<file path="src/rtl/dim_send_scheduler_pkg.sv">
// Shared constants, FSM encoding and priority-candidate helper for the
// dimension send scheduler.
package dim_send_scheduler_pkg;

    localparam int NBUF    = 7;
    localparam int NDIM    = 12;
    localparam int PRI_W   = 3;
    localparam int DIM_W   = 4;
    localparam int IDX_W   = 3;
    localparam int TIMEOUT = 15;
    localparam int CNT_W   = 4;

    localparam logic [IDX_W-1:0] IDX_NONE = '0;

    typedef enum logic [1:0] {
        S_IDLE  = 2'd0,
        S_PICK  = 2'd1,
        S_OFFER = 2'd2,
        S_ADV   = 2'd3
    } sched_state_t;

    typedef struct packed {
        logic [PRI_W-1:0] pri;
        logic [IDX_W-1:0] idx;
    } cand_t;

    // Left operand wins ties, so lower slot indices take precedence.
    function automatic cand_t cand_max(cand_t l, cand_t r);
        return (l.pri >= r.pri) ? l : r;
    endfunction

endpackage

</file>
<file path="src/rtl/dim_send_scheduler_if.sv">
// Buffer-side inputs, link handshake and clear/status outputs of the
// dimension send scheduler.
interface dim_send_scheduler_if;
    import dim_send_scheduler_pkg::*;

    logic                    en;
    logic [NBUF:1]           buf_valid;
    logic [NBUF*PRI_W-1:0]   buf_pri;
    logic [NBUF*NDIM-1:0]    buf_addr;
    logic                    send_ready;
    logic [DIM_W-1:0]        cur_dim;
    logic                    send_valid;
    logic [IDX_W-1:0]        send_buf;
    logic                    clr_valid;
    logic [IDX_W-1:0]        clr_buf;
    logic [DIM_W-1:0]        clr_dim;
    logic                    blocked;
    logic                    cycle_done;

    modport master (
        input  en, buf_valid, buf_pri, buf_addr, send_ready,
        output cur_dim, send_valid, send_buf, clr_valid, clr_buf, clr_dim,
               blocked, cycle_done
    );

    modport slave (
        output en, buf_valid, buf_pri, buf_addr, send_ready,
        input  cur_dim, send_valid, send_buf, clr_valid, clr_buf, clr_dim,
               blocked, cycle_done
    );

endinterface

</file>
<file path="src/rtl/dim_send_scheduler_pick_tree.sv">
// Combinational selector: masks buffer priorities by the current dimension
// and returns the highest-priority index through a 3-level compare tree.
module dim_pick_tree
    import dim_send_scheduler_pkg::*;
(
    input  logic [NBUF:1]         buf_valid_i,
    input  logic [NBUF*PRI_W-1:0] buf_pri_i,
    input  logic [NBUF*NDIM-1:0]  buf_addr_i,
    input  logic [DIM_W-1:0]      cur_dim_i,
    output logic [IDX_W-1:0]      sel_o
);

    cand_t slot [8];
    cand_t l1   [4];
    cand_t l2   [2];
    cand_t win;

    // Slot 0 is the permanent "none" candidate with priority 0.
    assign slot[0] = '{pri: '0, idx: IDX_NONE};

    for (genvar g = 1; g <= NBUF; g++) begin : g_slot
        logic [NDIM-1:0] addr;
        assign addr    = buf_addr_i[(g-1)*NDIM +: NDIM];
        assign slot[g] = '{pri: (buf_valid_i[g] && addr[cur_dim_i]) ?
                                buf_pri_i[(g-1)*PRI_W +: PRI_W] : '0,
                           idx: IDX_W'(g)};
    end

    for (genvar g = 0; g < 4; g++) begin : g_l1
        assign l1[g] = cand_max(slot[2*g], slot[2*g+1]);
    end

    assign l2[0] = cand_max(l1[0], l1[1]);
    assign l2[1] = cand_max(l1[2], l1[3]);
    assign win   = cand_max(l2[0], l2[1]);
    assign sel_o = (win.pri == '0) ? IDX_NONE : win.idx;

endmodule

</file>
<file path="src/rtl/dim_send_scheduler.sv">
// Dimension-cycle scheduler: walks cur_dim 0..NDIM-1, offers the best
// eligible buffer per dimension and requests an address-bit clear on transfer.
module dim_send_scheduler
    import dim_send_scheduler_pkg::*;
(
    input  logic                 clk,
    input  logic                 rst_n,
    dim_send_scheduler_if.master bus
);

    sched_state_t     state_q, state_d;
    logic [DIM_W-1:0] cur_dim_q, cur_dim_d;
    logic [IDX_W-1:0] sel_q, sel_d;
    logic [CNT_W-1:0] cnt_q, cnt_d;
    logic             send_valid_q, send_valid_d;
    logic [IDX_W-1:0] send_buf_q, send_buf_d;
    logic             clr_valid_q, clr_valid_d;
    logic [IDX_W-1:0] clr_buf_q, clr_buf_d;
    logic [DIM_W-1:0] clr_dim_q, clr_dim_d;
    logic             blocked_q, blocked_d;
    logic             cycle_done_q, cycle_done_d;
    logic [IDX_W-1:0] pick_idx;
    logic [NBUF:0]    valid_ext;

    assign valid_ext = {bus.buf_valid, 1'b0};

    dim_pick_tree u_pick (
        .buf_valid_i (bus.buf_valid),
        .buf_pri_i   (bus.buf_pri),
        .buf_addr_i  (bus.buf_addr),
        .cur_dim_i   (cur_dim_q),
        .sel_o       (pick_idx)
    );

    always_comb begin
        state_d      = state_q;
        cur_dim_d    = cur_dim_q;
        sel_d        = sel_q;
        cnt_d        = cnt_q;
        clr_valid_d  = 1'b0;
        clr_buf_d    = IDX_NONE;
        clr_dim_d    = '0;
        blocked_d    = 1'b0;

        unique case (state_q)
            S_IDLE: begin
                if (bus.en) state_d = S_PICK;
            end
            S_PICK: begin
                sel_d   = pick_idx;
                cnt_d   = CNT_W'(TIMEOUT - 1);
                state_d = (pick_idx != IDX_NONE) ? S_OFFER : S_ADV;
            end
            S_OFFER: begin
                // Ready takes precedence over a same-cycle valid drop.
                if (bus.send_ready) begin
                    state_d     = S_ADV;
                    clr_valid_d = 1'b1;
                    clr_buf_d   = sel_q;
                    clr_dim_d   = cur_dim_q;
                end else if (!valid_ext[sel_q]) begin
                    state_d = S_ADV;
                end else if (cnt_q == '0) begin
                    state_d   = S_ADV;
                    blocked_d = 1'b1;
                end else begin
                    cnt_d = cnt_q - 1'b1;
                end
            end
            S_ADV: begin
                cur_dim_d = (cur_dim_q == DIM_W'(NDIM - 1)) ? '0 : cur_dim_q + 1'b1;
                state_d   = bus.en ? S_PICK : S_IDLE;
            end
            default: state_d = S_IDLE;
        endcase

        send_valid_d = (state_d == S_OFFER);
        send_buf_d   = send_valid_d ? sel_d : IDX_NONE;
        cycle_done_d = (state_d == S_ADV) && (cur_dim_q == DIM_W'(NDIM - 1));
    end

    always_ff @(posedge clk or negedge rst_n) begin
        if (!rst_n) begin
            state_q      <= S_IDLE;
            cur_dim_q    <= '0;
            sel_q        <= IDX_NONE;
            cnt_q        <= '0;
            send_valid_q <= 1'b0;
            send_buf_q   <= IDX_NONE;
            clr_valid_q  <= 1'b0;
            clr_buf_q    <= IDX_NONE;
            clr_dim_q    <= '0;
            blocked_q    <= 1'b0;
            cycle_done_q <= 1'b0;
        end else begin
            state_q      <= state_d;
            cur_dim_q    <= cur_dim_d;
            sel_q        <= sel_d;
            cnt_q        <= cnt_d;
            send_valid_q <= send_valid_d;
            send_buf_q   <= send_buf_d;
            clr_valid_q  <= clr_valid_d;
            clr_buf_q    <= clr_buf_d;
            clr_dim_q    <= clr_dim_d;
            blocked_q    <= blocked_d;
            cycle_done_q <= cycle_done_d;
        end
    end

    assign bus.cur_dim    = cur_dim_q;
    assign bus.send_valid = send_valid_q;
    assign bus.send_buf   = send_buf_q;
    assign bus.clr_valid  = clr_valid_q;
    assign bus.clr_buf    = clr_buf_q;
    assign bus.clr_dim    = clr_dim_q;
    assign bus.blocked    = blocked_q;
    assign bus.cycle_done = cycle_done_q;

endmodule

</file>
<file path="src/flat_wrapper.sv">
// flat-port wrapper written by rule: the top's interface ports become plain ports
module dim_send_scheduler_flat import dim_send_scheduler_pkg::*;
  (clk, rst_n, bus_en, bus_buf_valid, bus_buf_pri, bus_buf_addr, bus_send_ready, bus_cur_dim, bus_send_valid, bus_send_buf, bus_clr_valid, bus_clr_buf, bus_clr_dim, bus_blocked, bus_cycle_done);
  dim_send_scheduler_if bus_i ();
  input  logic clk;
  input  logic rst_n;
  input wire logic [$bits(bus_i.en)-1:0] bus_en;
  input wire logic [$bits(bus_i.buf_valid)-1:0] bus_buf_valid;
  input wire logic [$bits(bus_i.buf_pri)-1:0] bus_buf_pri;
  input wire logic [$bits(bus_i.buf_addr)-1:0] bus_buf_addr;
  input wire logic [$bits(bus_i.send_ready)-1:0] bus_send_ready;
  output wire logic [$bits(bus_i.cur_dim)-1:0] bus_cur_dim;
  output wire logic [$bits(bus_i.send_valid)-1:0] bus_send_valid;
  output wire logic [$bits(bus_i.send_buf)-1:0] bus_send_buf;
  output wire logic [$bits(bus_i.clr_valid)-1:0] bus_clr_valid;
  output wire logic [$bits(bus_i.clr_buf)-1:0] bus_clr_buf;
  output wire logic [$bits(bus_i.clr_dim)-1:0] bus_clr_dim;
  output wire logic [$bits(bus_i.blocked)-1:0] bus_blocked;
  output wire logic [$bits(bus_i.cycle_done)-1:0] bus_cycle_done;
  assign bus_i.en = bus_en;
  assign bus_i.buf_valid = bus_buf_valid;
  assign bus_i.buf_pri = bus_buf_pri;
  assign bus_i.buf_addr = bus_buf_addr;
  assign bus_i.send_ready = bus_send_ready;
  assign bus_cur_dim = bus_i.cur_dim;
  assign bus_send_valid = bus_i.send_valid;
  assign bus_send_buf = bus_i.send_buf;
  assign bus_clr_valid = bus_i.clr_valid;
  assign bus_clr_buf = bus_i.clr_buf;
  assign bus_clr_dim = bus_i.clr_dim;
  assign bus_blocked = bus_i.blocked;
  assign bus_cycle_done = bus_i.cycle_done;
  dim_send_scheduler u_core (.clk(clk), .rst_n(rst_n), .bus(bus_i));
endmodule
</file>
<file path="config.mk">
export PLATFORM = sky130hd
export DESIGN_NAME = dim_send_scheduler_flat
export DESIGN_NICKNAME = d
export VERILOG_FILES = /design/src/rtl/dim_send_scheduler_pkg.sv /design/src/rtl/dim_send_scheduler_if.sv /design/src/rtl/dim_send_scheduler_pick_tree.sv /design/src/rtl/dim_send_scheduler.sv /design/src/flat_wrapper.sv
export SDC_FILE = /design/constraint.sdc
export NUM_CORES = 1
export LEC_CHECK = 0
export BUFFER_PORTS_ARGS = -buffer_cell sky130_fd_sc_hd__buf_2
export CORE_MARGIN = 4
export CORE_UTILIZATION = 35
export CTS_CLUSTER_SIZE = 40
export DETAILED_ROUTE_END_ITERATION = 6
export PLACE_DENSITY = 0.76
export SLEW_MARGIN = 20
export SYNTH_ARGS = -nofsm -noshare
export SYNTH_HDL_FRONTEND = slang
export SYNTH_SLANG_ARGS = --single-unit
</file>
<file path="constraint.sdc">
create_clock -name clk -period 4.8 [get_ports clk]
set_input_delay 0.24 -clock clk [delete_from_list [all_inputs] [get_ports clk]]
set_output_delay 0.24 -clock clk [all_outputs]
set_load 0.03 [all_outputs]
</file>
# After elaboration in Yosys (flattened, before gate mapping)
# Index checks and enable logic that the tools add are counted.
dict set report classes {
  order_cmp 9
  muxes 55
  n_eq_ne 9
  n_reduce_logical 14
  addsub 2
}
# cell count
set ops {}
lappend ops {{6-bit 2-to-1 mux} 7}
lappend ops {{3-bit 2-to-1 mux} 12}
lappend ops {{1-bit binary-select mux with 4-bit select} 7}
lappend ops {{4-bit 2-to-1 mux} 6}
lappend ops {{3-bit greater-or-equal comparator} 6}
lappend ops {{1-bit 2-to-1 mux} 16}
lappend ops {{2-bit equality test (second input constant)} 4}
lappend ops {{1-bit logical AND} 8}
lappend ops {{2-bit 2-to-1 mux} 4}
lappend ops {{2-bit case mux with 4 select lines} 1}
lappend ops {{4-bit case mux with 2 select lines} 1}
lappend ops {{4-bit by 5-bit < comparator with 1-bit output (second input constant)} 1}
lappend ops {{4-bit by 1-bit adder with 4-bit output (second input constant)} 1}
lappend ops {{4-bit equality test (second input constant)} 1}
lappend ops {{4-bit logical NOT} 1}
lappend ops {{3-bit by 4-bit < comparator with 1-bit output (second input constant)} 1}
lappend ops {{2-bit != test (second input constant)} 2}
lappend ops {{4-bit AND reduction} 1}
lappend ops {{4-bit by 1-bit subtractor with 4-bit output (second input constant)} 1}
lappend ops {{1-bit binary-select mux with 3-bit select} 1}
lappend ops {{1-bit by 3-bit greater-or-equal comparator with 1-bit output (first input constant)} 1}
lappend ops {{3-bit logical NOT} 1}
lappend ops {{3-bit nonzero test} 1}
lappend ops {{2-bit by 1-bit equality test with 1-bit output (second input constant)} 1}
lappend ops {{other kinds (3)} 3}
dict set report totals {
  elab_cells 100
  out_inout_bits 18
  regBits 27
}

# Longest topological paths before layout
dict set report logic_depth {
  depth_word 17
  depth_mapped 29
}

# Cells and area by module
# From an unflattened synthesis, not the netlist that was laid out.
dict set report unflattened {
  hier_cells 302
  area_unflattened_um2 2985.4
}
# mod area_per_inst_um2 cells_per_inst n_inst
set modules_own_cells {}
lappend modules_own_cells {dim_pick_tree 1725.4 190 1}
lappend modules_own_cells {dim_send_scheduler 1260.0 112 1}

# Least setup slack after synthesis
# Ideal clock, no wire load.
dict set report synth_path {
  path_type {register -> register}
  start {reg u_core.cur_dim_q[0] (netlist: u_core.bus.cur_dim[0])}
  end {reg u_core.send_buf_q[0] (netlist: u_core.bus.send_buf[0])}
  synth_period_minus_slack_ps 5430
  arrival_ps 5307
  path_stages_with_launch 29
  required_time_ps 4677
  setup_ps 123
  setup_slack_ps -630
  cell_sequence {dfrtp_1 buf_6 buf_8 mux4_2 nand3_1 o41ai_2 nand2_1 inv_1 ha_1 nand2b_1 a21o_1 a21oi_1 o21ai_0 ha_1 nand2b_1 a21o_1 a21oi_1 nand2_1 o221ai_1 inv_1 ha_1 nand2b_1 a21o_1 a21oi_1 and2_1 a32oi_1 o31a_1 o21ai_2 nor2b_1}
}
dict set report synth_between {
  elab_chain_len 17
}
# item line
set synth_rtl {}
lappend synth_rtl {{start: declaration} dim_send_scheduler.sv:12} ;# logic [DIM_W-1:0] cur_dim_q, cur_dim_d;
lappend synth_rtl {{start signal: assignment} dim_send_scheduler.sv:97} ;# cur_dim_q <= cur_dim_d;
lappend synth_rtl {{1-bit binary-select mux with 4-bit select} dim_send_scheduler_pick_tree.sv:24} ;# assign slot[g] = '{pri: (buf_valid_i[g] && addr[cur_dim_i]) ?
lappend synth_rtl {{1-bit 2-to-1 mux (not written as such)} dim_send_scheduler_pick_tree.sv:24}
lappend synth_rtl {{1-bit logical AND} dim_send_scheduler_pick_tree.sv:24}
lappend synth_rtl {{3-bit 2-to-1 mux} dim_send_scheduler_pick_tree.sv:24}
lappend synth_rtl {{1-bit by 3-bit greater-or-equal comparator with 1-bit output or 3-bit greater-or-equal comparator (tied branches)} dim_send_scheduler_pkg.sv:29} ;# return (l.pri >= r.pri) ? l : r;
lappend synth_rtl {{6-bit 2-to-1 mux} dim_send_scheduler_pkg.sv:29}
lappend synth_rtl {{3-bit greater-or-equal comparator} dim_send_scheduler_pkg.sv:29}
lappend synth_rtl {{6-bit 2-to-1 mux} dim_send_scheduler_pkg.sv:29}
lappend synth_rtl {{(+2 left out)} -}
lappend synth_rtl {{3-bit logical NOT} dim_send_scheduler_pick_tree.sv:36} ;# assign sel_o = (win.pri == '0) ? IDX_NONE : win.idx;
lappend synth_rtl {{3-bit 2-to-1 mux *} dim_send_scheduler_pick_tree.sv:36}
lappend synth_rtl {{3-bit nonzero test} dim_send_scheduler.sv:52} ;# state_d = (pick_idx != IDX_NONE) ? S_OFFER : S_ADV;
lappend synth_rtl {{1-bit 2-to-1 mux} dim_send_scheduler.sv:52}
lappend synth_rtl {{2-bit case mux with 4 select lines} dim_send_scheduler.sv:45} ;# unique case (state_q)
lappend synth_rtl {{2-bit equality test} dim_send_scheduler.sv:77} ;# send_valid_d = (state_d == S_OFFER);
lappend synth_rtl {{3-bit 2-to-1 mux *} dim_send_scheduler.sv:78} ;# send_buf_d = send_valid_d ? sel_d : IDX_NONE;
lappend synth_rtl {{net u_core.send_buf_d[0]} dim_send_scheduler.sv:16} ;# logic [IDX_W-1:0] send_buf_q, send_buf_d;
lappend synth_rtl {{end signal: assignment} dim_send_scheduler.sv:101} ;# send_buf_q <= send_buf_d;
lappend synth_rtl {{end: declaration} dim_send_scheduler.sv:16}
# Mark *: on every way through the listed nets, which the timed path passes. The rest lies on a longest branch. The select of a mux whose other input is x is not followed.
# A chain may end at the register's enable or synchronous reset.

# Final worst setup path
dict set report layout_path {
  start {reg u_core.cur_dim_q[1] (netlist: u_core.bus.cur_dim[1])}
  end {reg u_core.send_buf_q[0] (netlist: u_core.bus.send_buf[0])}
}
# Same word-level chain as after synthesis.

==> results.py <==
metrics = {
    "synth": {
        "ys_async_sr_fraction_pct": 100.0,
        "syn_area_mm2": 0.002805,
        "synth.avg_cell_area_um2": 9.258,
        "synth_ff_type": "dfrtp_1",
        "yosys_warnings": 0,
        "yosysSeqAreaShare_pct": 24.09,
        "synth_cells": 303,
        "synth_cell_types": 52,
        "syn_nets": 443,
        "synth_seq_cells": 27,
        "synth_edf_count": 0,
    },
    "cells_and_area": {
        "nets": 649,
        "layout_commonest_cell": "buf_2",
        "multiInputGateArea_mm2": 0.002198,
        "antenna_cells": 0,
        "instances_no_fill": 610,
        "fill_cells": 688,
        "seq_area_um2": 678.2,
        "drive_gt1_share_pct": 57.48,
        "fin_area_mm2": 0.004441,
        "areaGrowthSynthToFinish_pct": 58.30,
        "utilization_pct": 57.17,
        "mostFrequentLayoutCells": "buf_2, buf_4, nand2_1, dfrtp_1, ha_1",
    },
    "global_route": {
        "grt_pass1_wl_mm": 15.68,
        "grt_pass1_vias": 3407,
        "grt-ovfl-total": 0,
        "groute.usage.overall_pct": 20.20,
        "grt_max_degree": 28,
        "antenna_found_initial": 0,
    },
    "floorplanning": {
        "row_count": 32,
        "fp.dieW_um": 97.53,
        "coreArea_mm2": 0.007767,
        "start_util_pct": 36.11,
        "die_area_mm2": 0.009511,
        "io_pins": 134,
        "die_y_um": 97.53,
    },
    "clocking": {
        "cts_max_level": 1,
        "clock_latency_ns": 0.28,
        "clkSinkCount": 27,
        "cts_buffer_depth": 2,
        "cts_tree": "done",
        "clkTransAtPathRegs_ns": 0.10,
        "clockRootBuffer": "clkbuf_8",
        "numCtsBuffers": 3,
    },
    "timing": {
        "finClkSkew_ns": 0.01226,
        "report.final.slew_viol_count": 0,
        "worst_slack_ns": -0.3108,
        "setup-violations-final": 9,
        "fin_crit_sh_pct": 106.5,
        "fmax_ghz": 0.1957,
        "period_minus_slack_ns": 5.111,
        "slew_headroom_pct": 56.99,
        "hold_slack_ns": 0.2248,
        "worst_slew_pin_slew_ns": 0.6370,
        "rsz0062_at_grt": "true",
        "hold_viol_final": 0,
    },
    "pwr": {
        "switching_power_mw": 1.578,
        "power-per-cell-area_mw_per_mm2": 784.8,
        "irDropWorstVdd_uv": 453.6,
        "pwr-share-seq_pct": 11.0,
        "p_int_mw": 1.907,
        "switching_share_pct": 45.29,
        "p_clk_share_pct": 3.8,
        "combPwrFrac_pct": 85.2,
        "leakage_nw": 2.261,
    },
    "route": {
        "drc": 0,
        "wl_per_cell_um": 17.42,
        "dr.pass1.iters": 4,
        "ant_nets": 0,
        "via_per_inst": 5.430,
        "vias": 3312,
        "drt_iter0_markers": 174,
        "wirelength_mm": 10.62,
    },
    "place": {
        "placed_area_mm2": 0.003973,
        "placed_cells": 579,
        "hpwlAfterDp_mm": 8.009,
        "pre_cts_slack_ns": -0.4155,
        "port_buffers": 133,
        "gp_congestion": 0.9788,
    },
    "setup_path": {
        "crit_arrival_ns": 5.27,
        "cp_max_fo": 4,
        "end_kind": "flip-flop",
        "crit_path_top_delay_cell": "dfrtp_2",
        "setup.worst_path.start": "u_core.bus.cur_dim[1]",
        "reg2reg_from": "u_core.bus.cur_dim[1]",
        "criticalPathCategory": "flip-flop to flip-flop",
        "cp_slowest_stage_delay_ns": 0.49,
        "cp_data_required_time_ns": 4.96,
        "cp-start-kind": "flip-flop",
    },
    "run_status": {
        "status": "finished with violations",
        "violations": "negative setup slack",
    },
    "worst_hold_path": {
        "hold_class": "input pin to flip-flop",
        "worstHoldStart": "bus_send_ready",
    },
    "flow_run": {
        "drv_cap": 0,
    },
}
## critical path, delay by kind of cell, from the launching register on
kind / cells / cell delay, ns
buf+inv: 4 / 0.49
compound gates: 11 / 2.07
fa+ha+maj: 3 / 0.67
simple gates: 9 / 1.01
mux: 1 / 0.26
flops: 1 / 0.49
## synthesized netlist by cell type, types with 3 or more instances
cell type | number | share of area [%]
a21o_1 | 10 | 2.7
a21oi_1 | 16 | 2.9
a221oi_1 | 3 | 0.94
and2_1 | 7 | 1.6
and3_1 | 8 | 1.8
buf_6 | 3 | 1.2
dfrtp_1 | 27 | 24
ha_1 | 24 | 11
inv_1 | 19 | 2.5
mux2_2 | 15 | 6.0
mux2i_1 | 5 | 1.8
mux4_2 | 13 | 10
nand2_1 | 40 | 5.4
nand2b_1 | 7 | 1.6
nand3_1 | 12 | 2.1
nand4_1 | 3 | 0.67
nor2_1 | 14 | 1.9
nor2b_1 | 9 | 2.0
nor3_1 | 6 | 1.1
nor3b_1 | 4 | 1.1
o21ai_0 | 11 | 2.0
o21ai_1 | 3 | 0.54
o22ai_1 | 5 | 1.1
## cells by family after synthesis
group / count (synthesis) / synth area share [%]
muxes: 35 / 20.12
and+or+nand+nor: 116 / 20.74
adders and majority gates: 24 / 10.70
buffers and inverters: 29 / 5.709
xor gates and xnor gates: 1 / 0.3123
DFF: 27 / 24.09
AOI/OAI and AO/OA: 71 / 18.33
## power groups by stage
| stage | registers (mW) | logic (mW) | clock network [mW] |
|---|---|---|---|
| 6_report | 0.384 | 2.97 | 0.132 |
| 5_1_grt | 0.391 | 3.19 | 0.145 |
| 4_1_cts | 0.382 | 2.74 | 0.139 |
| 3_5_place_dp | 0.376 | 2.45 | 0 |
| 3_3_place_gp | 0.371 | 2.37 | 0 |
| 2_1_floorplan | 0.419 | 1.57 | 0 |
## cell type report
| class | count | area share [%] |
|---|---|---|
| Clock buffer | 3 | 0.9298 |
| Clock inverter | 1 | 0.1972 |
| Inverter | 19 | 1.606 |
| Multi-Input combinational cell | 247 | 49.51 |
| Sequential cell | 27 | 15.27 |
| Tap cell | 102 | 2.874 |
| Timing Repair Buffer | 211 | 29.61 |
## flip-flops by register name, summed over array words and instances, names as in the netlist, 2 cells and up
signal,count
u_core.cnt_q,4
u_core.state_q,2
u_core.bus.clr_dim,4
u_core.sel_q,3
u_core.bus.send_buf,3
u_core.bus.clr_buf,3
u_core.bus.cur_dim,4
## through the flow
| step | TNS (ns) | total power [mW] |
|---|---|---|
| after detailed placement | -2.817 | 2.827 |
| after global routing | -4.389 | 3.727 |
| final | -2.026 | 3.485 |
| after floorplan | -1.095 | 1.985 |
| after global placement | -1.689 | 2.741 |
| after CTS | -0.9959 | 3.262 |
## final timing paths
kind	cells after the start	slack, ns	endpoint
worst max-delay path	28	-0.31	u_core.bus.send_buf[0]
worst min-delay path	2	0.22	u_core.bus.blocked
worst max register to register	28	-0.31	u_core.bus.send_buf[0]
worst min register to register	2	0.52	u_core.cnt_q[0]
max in group asynchronous	2	3.91	u_core.bus.cur_dim[0]
min in group asynchronous	2	0.48	u_core.bus.cur_dim[3]
## layer usage
| metal | GRT usage (%) | wire (µm) | vias to the layer above |
|---|---|---|---|
| li1 | - | - | 1545 |
| met1 | 23.96 | 4184 | 1577 |
| met2 | 36.37 | 5321 | 146 |
| met3 | 2.943 | 654 | 44 |
| met4 | 8.094 | 464 | 0 |
| met5 | 0 | 0 | - |
## repair_timing
action	4_1_cts	5_1_grt
pin swaps	12	11
endpoints found under the setup margin	9	9
buffers inserted	18	7
gates resized for setup	30	13
gates cloned	1	1
hold endpoints to repair	27	0
hold buffers	1	0
Power figures use the tool's default switching activity.
